**config.mk**
```make
export PLATFORM = sky130hd
export DESIGN_NAME = imm_packer
export DESIGN_NICKNAME = d
export VERILOG_FILES = /design/src/rtl/imm_packer_pkg.sv /design/src/rtl/imm_packer_scatter.sv /design/src/rtl/imm_packer.sv
export SDC_FILE = /design/constraint.sdc
export NUM_CORES = 1
export LEC_CHECK = 0
export CAP_MARGIN = 25
export CORE_MARGIN = 5
export CORE_UTILIZATION = 60
export DETAILED_ROUTE_END_ITERATION = 8
export DONT_BUFFER_PORTS = 1
export PLACE_DENSITY = 0.78
export RECOVER_POWER = 50
export SLEW_MARGIN = 20
export SYNTH_ARGS = -nofsm -noshare
export SYNTH_HDL_FRONTEND = slang
export SYNTH_SLANG_ARGS = --single-unit
```
**constraint.sdc**
```tcl
create_clock -name clk -period 2.4 [get_ports clk]
set_input_delay 0.36 -clock clk [delete_from_list [all_inputs] [get_ports clk]]
set_output_delay 0.36 -clock clk [all_outputs]
set_load 0.01 [all_outputs]
```
**src/rtl/imm_packer_pkg.sv**
```systemverilog
// imm_packer_pkg: shared definitions for the instruction packer.
//   - ext_sel_e : format select encoding (extends the extractor's I/S/B/U/J with R)
//   - state_e   : packer FSM state encoding
//   - upper_uniform() : true when imm[31:lsb] are all equal (value fits as signed)
package imm_packer_pkg;

    typedef enum logic [2:0] {
        EXT_I = 3'd0,
        EXT_S = 3'd1,
        EXT_B = 3'd2,
        EXT_U = 3'd3,
        EXT_J = 3'd4,
        EXT_R = 3'd5
    } ext_sel_e;

    typedef enum logic [1:0] {
        IDLE = 2'd0,
        RUN  = 2'd1,
        FULL = 2'd2
    } state_e;

    // An arithmetic shift right by lsb sign-extends bit 31 over the kept
    // field, so imm[31:lsb] is uniform exactly when the result is all zeros
    // or all ones.
    function automatic logic upper_uniform(input logic [31:0] v, input logic [4:0] lsb);
        logic [31:0] shifted;
        shifted = $signed(v) >>> lsb;
        return (shifted == 32'h0000_0000) || (shifted == 32'hFFFF_FFFF);
    endfunction

endpackage

```
**src/rtl/imm_packer_scatter.sv**
```systemverilog
// imm_scatter: combinational RISC-V encoder core.
//   in : sel_ext (format), opcode, rd, funct3, rs1, rs2, funct7, imm
//   out: instr (packed instruction word), legal (format valid and imm encodable)
// Fields a format does not carry are left out of the word entirely.
module imm_scatter
    import imm_packer_pkg::*;
(
    input  logic [2:0]  sel_ext,
    input  logic [6:0]  opcode,
    input  logic [4:0]  rd,
    input  logic [2:0]  funct3,
    input  logic [4:0]  rs1,
    input  logic [4:0]  rs2,
    input  logic [6:0]  funct7,
    input  logic [31:0] imm,
    output logic [31:0] instr,
    output logic        legal
);

    // Scatter immediate bits per format and judge encodability.
    always_comb begin
        instr = 32'h0000_0000;
        legal = 1'b0;
        case (sel_ext)
            EXT_I: begin
                instr = {imm[11:0], rs1, funct3, rd, opcode};
                legal = upper_uniform(imm, 5'd11);
            end
            EXT_S: begin
                instr = {imm[11:5], rs2, rs1, funct3, imm[4:0], opcode};
                legal = upper_uniform(imm, 5'd11);
            end
            EXT_B: begin
                instr = {imm[12], imm[10:5], rs2, rs1, funct3, imm[4:1], imm[11], opcode};
                legal = upper_uniform(imm, 5'd12) && (imm[0] == 1'b0);
            end
            EXT_U: begin
                instr = {imm[31:12], rd, opcode};
                legal = (imm[11:0] == 12'h000);
            end
            EXT_J: begin
                instr = {imm[20], imm[10:1], imm[11], imm[19:12], rd, opcode};
                legal = upper_uniform(imm, 5'd20) && (imm[0] == 1'b0);
            end
            EXT_R: begin
                instr = {funct7, rs2, rs1, funct3, rd, opcode};
                legal = 1'b1;
            end
            default: begin
                instr = 32'h0000_0000;
                legal = 1'b0;
            end
        endcase
    end

endmodule

```
**src/rtl/imm_packer.sv**
```systemverilog
// imm_packer: streaming instruction encoder feeding an instruction-memory writer.
//   clk, rst (async, active high), start (clear + enter RUN)
//   in_valid/in_ready + sel_ext, opcode, rd, funct3, rs1, rs2, funct7, imm : input words
//   out_valid/out_ready + out_instr, out_addr : encoded words with sequential address
//   err_range, err_sel : sticky error flags; full : last address written
// Illegal words are consumed silently (flag only), so the address sequence
// only counts words that actually reach memory.
module imm_packer
    import imm_packer_pkg::*;
#(
    parameter int ADDR_W = 10
) (
    input  logic              clk,
    input  logic              rst,
    input  logic              start,
    input  logic              in_valid,
    output logic              in_ready,
    input  logic [2:0]        sel_ext,
    input  logic [6:0]        opcode,
    input  logic [4:0]        rd,
    input  logic [2:0]        funct3,
    input  logic [4:0]        rs1,
    input  logic [4:0]        rs2,
    input  logic [6:0]        funct7,
    input  logic [31:0]       imm,
    output logic              out_valid,
    input  logic              out_ready,
    output logic [31:0]       out_instr,
    output logic [ADDR_W-1:0] out_addr,
    output logic              err_range,
    output logic              err_sel,
    output logic              full
);

    localparam logic [ADDR_W-1:0] TOP_ADDR = {ADDR_W{1'b1}};
    localparam logic [ADDR_W-1:0] ADDR_ONE = {{(ADDR_W-1){1'b0}}, 1'b1};

    state_e            state_r;
    state_e            state_next_s;
    logic              in_ready_s;
    logic              out_valid_r;
    logic [31:0]       out_instr_r;
    logic [ADDR_W-1:0] out_addr_r;
    logic              err_range_r;
    logic              err_sel_r;
    logic              full_r;
    logic [31:0]       scat_instr_s;
    logic              scat_legal_s;
    logic              sel_bad_s;
    logic              in_hs_s;
    logic              out_hs_s;
    logic              at_top_s;

    imm_scatter u_scatter (
        .sel_ext (sel_ext),
        .opcode  (opcode),
        .rd      (rd),
        .funct3  (funct3),
        .rs1     (rs1),
        .rs2     (rs2),
        .funct7  (funct7),
        .imm     (imm),
        .instr   (scat_instr_s),
        .legal   (scat_legal_s)
    );

    assign sel_bad_s = sel_ext[2] & sel_ext[1];
    assign in_hs_s   = in_valid & in_ready_s;
    assign out_hs_s  = out_valid_r & out_ready;
    // out_addr_r always names the word in (or next into) the output register.
    assign at_top_s  = (out_addr_r == TOP_ADDR);

    // State register; full mirrors the FULL state as a flop.
    always_ff @(posedge clk or posedge rst) begin
        if (rst) begin
            state_r <= IDLE;
            full_r  <= 1'b0;
        end else begin
            state_r <= state_next_s;
            full_r  <= (state_next_s == FULL);
        end
    end

    // Next-state logic; start overrides every state.
    always_comb begin
        state_next_s = state_r;
        if (start) begin
            state_next_s = RUN;
        end else begin
            case (state_r)
                IDLE: state_next_s = IDLE;
                RUN: begin
                    if (out_hs_s && at_top_s) begin
                        state_next_s = FULL;
                    end else begin
                        state_next_s = RUN;
                    end
                end
                FULL:    state_next_s = FULL;
                default: state_next_s = IDLE;
            endcase
        end
    end

    // Input ready; holding the top-address word blocks further input so
    // nothing can be accepted past the end of memory.
    always_comb begin
        in_ready_s = 1'b0;
        case (state_r)
            RUN: begin
                if (start) begin
                    in_ready_s = 1'b0;
                end else if (out_valid_r && at_top_s) begin
                    in_ready_s = 1'b0;
                end else begin
                    in_ready_s = !out_valid_r || out_ready;
                end
            end
            IDLE:    in_ready_s = 1'b0;
            FULL:    in_ready_s = 1'b0;
            default: in_ready_s = 1'b0;
        endcase
    end

    // Output register, address counter and sticky error flags.
    always_ff @(posedge clk or posedge rst) begin
        if (rst) begin
            out_valid_r <= 1'b0;
            out_instr_r <= 32'h0000_0000;
            out_addr_r  <= {ADDR_W{1'b0}};
            err_range_r <= 1'b0;
            err_sel_r   <= 1'b0;
        end else if (start) begin
            out_valid_r <= 1'b0;
            out_instr_r <= 32'h0000_0000;
            out_addr_r  <= {ADDR_W{1'b0}};
            err_range_r <= 1'b0;
            err_sel_r   <= 1'b0;
        end else begin
            // Saturate at the top address: FULL is entered instead of wrapping.
            if (out_hs_s && !at_top_s) begin
                out_addr_r <= out_addr_r + ADDR_ONE;
            end else begin
                out_addr_r <= out_addr_r;
            end
            // A new legal word replaces one leaving in the same cycle.
            if (in_hs_s && scat_legal_s) begin
                out_valid_r <= 1'b1;
                out_instr_r <= scat_instr_s;
            end else if (out_hs_s) begin
                out_valid_r <= 1'b0;
            end else begin
                out_valid_r <= out_valid_r;
            end
            if (in_hs_s && !scat_legal_s) begin
                if (sel_bad_s) begin
                    err_sel_r <= 1'b1;
                end else begin
                    err_range_r <= 1'b1;
                end
            end else begin
                err_sel_r   <= err_sel_r;
                err_range_r <= err_range_r;
            end
        end
    end

    assign in_ready  = in_ready_s;
    assign out_valid = out_valid_r;
    assign out_instr = out_instr_r;
    assign out_addr  = out_addr_r;
    assign err_range = err_range_r;
    assign err_sel   = err_sel_r;
    assign full      = full_r;

endmodule
```
==> summary.txt, run 1 <==
data arrival time of the critical path: 2.37 ns
leakage power: 1.387 nW
number of fill cells: 447
footprint of the multi-input gates: 0.001823 sq mm
Post-Synthesis Cell Area: 0.003176 sq mm
Simple-Gate Fraction of Synth Area: 0.2136
DP HPWL: 6182 um
number of antenna diodes: 0
final weighted congestion in routability-driven placement: 0.8286
category of the worst setup path capture point: register
crit path kind: reg2reg
Async S/R FF share, synth: 1.000
final antenna-violating net count: 0
final instance area: 0.003281 sq mm
number of nets produced by synthesis: 404
worst slew slack as a fraction of its limit: 0.2879
CTS root buf: sky130_fd_sc_hd__clkbuf_8
Clock transition at path regs: 0.10 ns
placement-stage worst setup slack: 0.2422 ns
slew at the pin with the worst max-slew slack: 1.067 ns
setup repair after global routing missed its margin: no
yosys warns: 0
mux share of post-synthesis cell area: 0.1781
level count of the clock H-tree: 2
Worst-Skew Late Latency: 0.30 ns
post-layout minimum cycle time: 2.186 ns
pin count of the biggest net entering global routing: 51
proportion of netlist area held by the largest area contributor: 0.3783
via total after detailed routing: 2553
net count of the finished layout: 397
final number of max-transition violations: 0
placed cell area: 0.003196 sq mm
number of max-cap violations: 0
Mean Syn Cell Area: 9.652 sq um
register cell area after layout: 0.001201 sq mm
data required time of the worst path: 2.58 ns
number of buffers created by CTS: 5
Post-synth top flop: sky130_fd_sc_hd__dfrtp_1
height of the die: 82.75 um
Clock Sink Count: 48
CP cell instances: ha_1 -> nand2_1 -> o31ai_1 -> a21oi_1 -> nand3_1 -> nor2_8 -> buf_12 -> mux2_2
Register-to-Register Setup Slack: 0.21 ns
number of design-rule violations left by the first detailed-router iteration: 175
kind of start point of the critical path: register
run status: complete, no violations
power density normalized to cell area: 454.8 mW/mm^2
GR Overflow Total: 0
Crit Path Max Fanout: 21
horizontal die dimension: 82.75 um
Port Buffers: 0
flop and latch count out of synthesis: 48
total die area: 0.006848 sq mm
vias per std cell: 6.496
main combinational cell family by area after synthesis: simple AND/OR/NAND/NOR gates
top achievable clock speed: 457.6 MHz
initial antenna violation count: 0
layout overhead on the synthesized area: 3.310%
cell types with the highest counts after synthesis: sky130_fd_sc_hd__dfrtp_1, sky130_fd_sc_hd__nor2b_1, sky130_fd_sc_hd__nor2_1
# hold bufs at CTS: 0
final routed wirelength across all metal layers: 8362 um
share of synthesized area occupied by flip-flops and latches: 0.3783
count leader, synth: sky130_fd_sc_hd__dfrtp_1
slowest cell on the critical path: sky130_fd_sc_hd__dfrtp_1
row cnt: 26
CTS tree: built
adder-cell area share of the yosys netlist: 0.01182
area of the core region: 0.005140 sq mm
wire length of the first global-routing pass: 12830 um
cell count after synthesis: 329
final hold vios: 0
largest area contributor in the netlist: sky130_fd_sc_hd__dfrtp_1
top cells by area in the synthesized netlist: sky130_fd_sc_hd__dfrtp_1, sky130_fd_sc_hd__mux2_4, sky130_fd_sc_hd__nor2b_1
worst vdd ir: 301.1 uV
CP max stage delay: 0.46 ns
xor and xnor fraction of the mapped netlist area: 0.01931
worst hold margin: 0.1123 ns
first-pass iteration count of the detailed router: 5
period utilization: 0.9106
Distinct cells, synth: 46
count of boundary I/O pins: 119
final worst-path setup slack: 0.2145 ns
fraction of the mapped netlist area in compound gates: 0.1513
number of flops mapped to enable cells by yosys: 0
number of buffers on the longest clock path: 2
path class of the lowest-slack min-delay path: in2reg
Post-CTS Repair Setup Buffers: 0
vias in the first global route: 2509
worst clock skew on the final layout: 0.01271 ns
wire length per cell after detailed routing: 21.28 um
count of cells resized by post-cts repair: 0
Final TNS setup: 0 ns
fraction of final layout cells with drive strength greater than 1: 0.1238
Overall Global Routing Usage: 0.2471
Setup violations, final: 0
post-detailed-route DRC marker count: 0
initial cell density of the core: 0.6178
==> routing by layer <==
layer	vias up	track usage	part of all wire
li1	1187	-	-
met4	0	0.08824	0.020
met2	139	0.3766	0.46
met5	-	0	0
met1	1213	0.3265	0.40
met3	14	0.08243	0.11
==> path summary, 6_finish.rpt <==
kind | start | end | cells after the start
setup / recovery | out_addr[0] | out_instr[22] | 8
hold / removal | start | err_sel | 1
setup reg to reg | out_addr[0] | out_instr[22] | 8
hold reg to reg | state_r[1] | state_r[1] | 2
max in group asynchronous | rst | out_instr[12] | 2
min in group asynchronous | rst | out_instr[25] | 1
==> cells in the final DEF (no fill, tap or decap), types with 2 or more instances in the layout <==
cell	netlist	final
sky130_fd_sc_hd__a21oi_1	16	16
sky130_fd_sc_hd__a22oi_1	15	15
sky130_fd_sc_hd__a41oi_1	3	3
sky130_fd_sc_hd__and2_1	2	2
sky130_fd_sc_hd__buf_4	2	3
sky130_fd_sc_hd__clkbuf_1	11	2
sky130_fd_sc_hd__clkbuf_8	0	5
sky130_fd_sc_hd__clkinvlp_4	0	2
sky130_fd_sc_hd__dfrtp_1	48	48
sky130_fd_sc_hd__ha_1	3	3
sky130_fd_sc_hd__inv_1	7	7
sky130_fd_sc_hd__mux2_2	8	8
sky130_fd_sc_hd__mux2_4	17	17
sky130_fd_sc_hd__mux2i_1	22	22
sky130_fd_sc_hd__nand2_1	23	23
sky130_fd_sc_hd__nand3_1	4	4
sky130_fd_sc_hd__nand4_1	10	10
sky130_fd_sc_hd__nor2_1	25	25
sky130_fd_sc_hd__nor2b_1	37	37
sky130_fd_sc_hd__nor3_1	9	9
sky130_fd_sc_hd__nor4_1	6	6
sky130_fd_sc_hd__o21ai_0	9	9
sky130_fd_sc_hd__o221ai_1	6	6
sky130_fd_sc_hd__o22ai_1	13	13
sky130_fd_sc_hd__or4_1	2	2
sky130_fd_sc_hd__xnor2_1	3	3
sky130_fd_sc_hd__xor2_1	4	4
==> area by class of cell <==
cell class / count / share of cell area
clock buffer: 5 / 0.02098
clock inverter: 3 / 0.007246
inverter: 7 / 0.008009
multi-input combinational: 254 / 0.5557
sequential: 48 / 0.3661
tap: 70 / 0.02670
timing repair buffer: 6 / 0.01526
==> through the flow <==
step | util | std cells | power (mW)
floorplan | - | 329 | 1.019
CTS | 0.6397 | 393 | 1.507
global placement | 0.6217 | 385 | 1.020
finish | 0.6383 | 393 | 1.492
global route | 0.6383 | 393 | 1.565
detailed placement | 0.6217 | 385 | 1.025
==> registers in the layout, summed over array words and instances, names as in the netlist <==
| name | flops |
|---|---|
| out_instr | 32 |
| err_sel | 1 |
| state_r | 2 |
| err_range | 1 |
| out_addr | 10 |
| out_valid | 1 |
| full | 1 |
==> where the power goes <==
| group | switching [mW] | total, mW | leakage [nW] | internal [mW] |
|---|---|---|---|---|
| sequential | 0.0137 | 0.832 | 0.663 | 0.818 |
| clock | 0.277 | 0.483 | 0.0404 | 0.207 |
| combinational | 0.0911 | 0.177 | 0.683 | 0.0859 |
==> logic make-up after synthesis <==
kind of cell,after synthesis
and+or+nand+nor,125
AOI/OAI and AO/OA,72
DFF,48
muxes,47
buffers and inverters,27
xor gates and xnor gates,7
adders and majority gates,3
==> critical path: cells and delay by family (launching register included) <==
| family | cells | cell delay (ns) |
|---|---|---|
| fa+ha+maj | 1 | 0.25 |
| mux | 1 | 0.35 |
| simple gates | 3 | 0.51 |
| buf+inv | 1 | 0.20 |
| compound gates | 2 | 0.30 |
| flops | 1 | 0.46 |
No activity file was read; power rests on OpenSTA's default activity.
==> inputs of run 2 (changes only) <==
Settings changed: CORE_UTILIZATION 60 to 64, PLACE_DENSITY 0.78 to 0.82, SETUP_SLACK_MARGIN from default to 0.5.
==> run 2 against run 1 <==
Effect of this change: utilization grew 9.6 points; clock power rose by 6.4%; cell area up 7.1%; sequential power barely moved; non-clock buffer count increased by 13; sequential share of layout area fell by 2.1 points; total power up 2.6%.
==> summary.txt, run 2 (same netlist as run 1, synthesis figures left out) <==
power density normalized to cell area: 435.6 mW/mm^2 (-4.2%)
number of antenna diodes: 0 (unchanged)
final instance area: 0.003513 sq mm (+7.1%)
worst vdd ir: 251.0 uV (-17%)
crit path kind: reg2reg
level count of the clock H-tree: 2 (unchanged)
data arrival time of the critical path: 2.14 ns (-0.23 ns)
final antenna-violating net count: 0 (unchanged)
area of the core region: 0.004786 sq mm (-6.9%)
Final TNS setup: 0 ns (unchanged)
fraction of final layout cells with drive strength greater than 1: 0.1970 (+0.07318)
via total after detailed routing: 2651 (+3.8%)
number of buffers on the longest clock path: 2 (unchanged)
number of fill cells: 337 (-25%)
setup repair after global routing missed its margin: yes
slowest cell on the critical path: sky130_fd_sc_hd__dfrtp_2
period utilization: 0.8179 (-0.09277)
horizontal die dimension: 80.44 um (-2.8%)
Port Buffers: 0 (unchanged)
Clock Sink Count: 48 (unchanged)
DP HPWL: 6139 um (-0.69%)
category of cells accounting for the largest share of critical-path delay: flip-flops
CTS tree: built
number of design-rule violations left by the first detailed-router iteration: 151 (-14%)
path class of the lowest-slack min-delay path: in2reg
top achievable clock speed: 509.5 MHz (+11%)
wire length of the first global-routing pass: 13800 um (+7.5%)
row cnt: 25 (-3.8%)
initial cell density of the core: 0.6635 (+0.04571)
Setup violations, final: 0 (unchanged)
final weighted congestion in routability-driven placement: 0.9404 (+13%)
leakage power: 1.487 nW (+7.2%)
highest-count cells in the layout ignoring fill and taps: sky130_fd_sc_hd__dfrtp_1, sky130_fd_sc_hd__nor2b_1, sky130_fd_sc_hd__nor2_1, sky130_fd_sc_hd__nand2_1, sky130_fd_sc_hd__mux2i_1
Clock transition at path regs: 0.09 ns (about the same)
number of max-cap violations: 0 (unchanged)
CP Buf/Inv Count: 2 (+1)
placed cell area: 0.003203 sq mm (+0.24%)
run status: complete, no violations
initial antenna violation count: 0 (unchanged)
net count of the finished layout: 410 (+3.3%)
GR Overflow Total: 0 (unchanged)
Largest register FFs: 32 (unchanged)
CP cell instances: ha_4 -> nand2_4 -> o31ai_4 -> a21oi_2 -> nand3_2 -> nor2_8 -> buf_6 -> buf_4 -> mux2_2
height of the die: 80.44 um (-2.8%)
worst hold margin: 0.1179 ns (+0.005600 ns)
post-detailed-route DRC marker count: 0 (unchanged)
CP max stage delay: 0.48 ns (+0.02 ns)
# hold bufs at CTS: 0 (unchanged)
pin count of the biggest net entering global routing: 51 (unchanged)
slew at the pin with the worst max-slew slack: 1.227 ns (+0.1597 ns)
final routed wirelength across all metal layers: 8804 um (+5.3%)
post-layout minimum cycle time: 1.963 ns (-0.2227 ns)
final hold vios: 0 (unchanged)
final number of max-transition violations: 0 (unchanged)
Crit Path Max Fanout: 6 (-71%)
wire length per cell after detailed routing: 21.90 um (+2.9%)
number of buffers created by CTS: 5 (unchanged)
CTS root buf: sky130_fd_sc_hd__clkbuf_8
Overall Global Routing Usage: 0.2746 (+0.02756)
total die area: 0.006471 sq mm (-5.5%)
kind of start point of the critical path: register
vias in the first global route: 2704 (+7.8%)
Worst-Skew Late Latency: 0.29 ns (about the same)
most common cell after layout, fill and taps aside: sky130_fd_sc_hd__dfrtp_1
worst clock skew on the final layout: 0.006482 ns (-0.006232 ns)
first-pass iteration count of the detailed router: 4 (-1)
count of boundary I/O pins: 119 (unchanged)
layout overhead on the synthesized area: 10.64%
category of the worst setup path capture point: register
worst slew slack as a fraction of its limit: 0.1813 (-0.1066)
vias per std cell: 6.595 (+1.5%)
data required time of the worst path: 2.58 ns (about the same)
## run 2: cell count changes in the layout (fill, tap and decap cells not counted), moves of 2 or more
cell                         delta
sky130_fd_sc_hd__clkinvlp_4     -2
sky130_fd_sc_hd__nand3_1        -2
sky130_fd_sc_hd__buf_4          +6
sky130_fd_sc_hd__dfrtp_2        +8
sky130_fd_sc_hd__nand3_2        +2
sky130_fd_sc_hd__dfrtp_1        -8
sky130_fd_sc_hd__buf_12         +2
sky130_fd_sc_hd__buf_6          +3
sky130_fd_sc_hd__clkbuf_8       +2
## run 2: cell type report
type                            count  area, sq um  share of cell area
Inverter                            7        26.28            0.007479
Sequential cell                    48         1211              0.3447
Timing Repair Buffer               19        221.5             0.06303
Clock buffer                        7        96.34             0.02742
Multi-Input combinational cell    254         1874              0.5335
Tap cell                           67        83.83             0.02386
## run 2: through the flow
stage	total power, mW	std cells	util	setup slack, ns
final	1.530	402	0.7341	0.4371
after global routing	1.590	402	0.7341	0.3339
after CTS	1.534	400	0.7265	0.4266
after detailed placement	1.024	382	0.6693	0.2043
after global placement	1.020	382	0.6693	0.2196
after floorplan	1.020	329	-	0.3816
## run 2: power by group
part	leakage [nW]	total (mW)	internal, mW	switching [mW]
Clock	0.0503	0.514	0.257	0.257
Sequential	0.649	0.832	0.818	0.0139
Combinational	0.787	0.184	0.0928	0.0912
## run 2: worst paths after layout
| kind | slack, ns | endpoint | start | cells after the start |
|---|---|---|---|---|
| min in group asynchronous | 0.28 | out_addr[5] | rst | 1 |
| max in group asynchronous | 1.08 | out_instr[18] | rst | 2 |
| min reg2reg | 0.59 | state_r[1] | state_r[1] | 2 |
| max | 0.44 | out_instr[24] | out_addr[0] | 9 |
| max reg2reg | 0.44 | out_instr[24] | out_addr[0] | 9 |
| min | 0.12 | out_addr[4] | start | 1 |
## run 2: per-layer routing
layer  vias up  part of all wire  global-route usage
met5         -                 0                   0
met4         0             0.022             0.08953
met3        19              0.10              0.1031
met2       119              0.49              0.4545
met1      1299              0.38              0.3284
li1       1214                 -                   -
## run 2: what timing repair did
item,4_1_cts,5_1_grt
buffers inserted,10,1
gates resized for setup,19,3
endpoints found under the setup margin,37,38
pin swaps,7,4
gates cloned,1,1
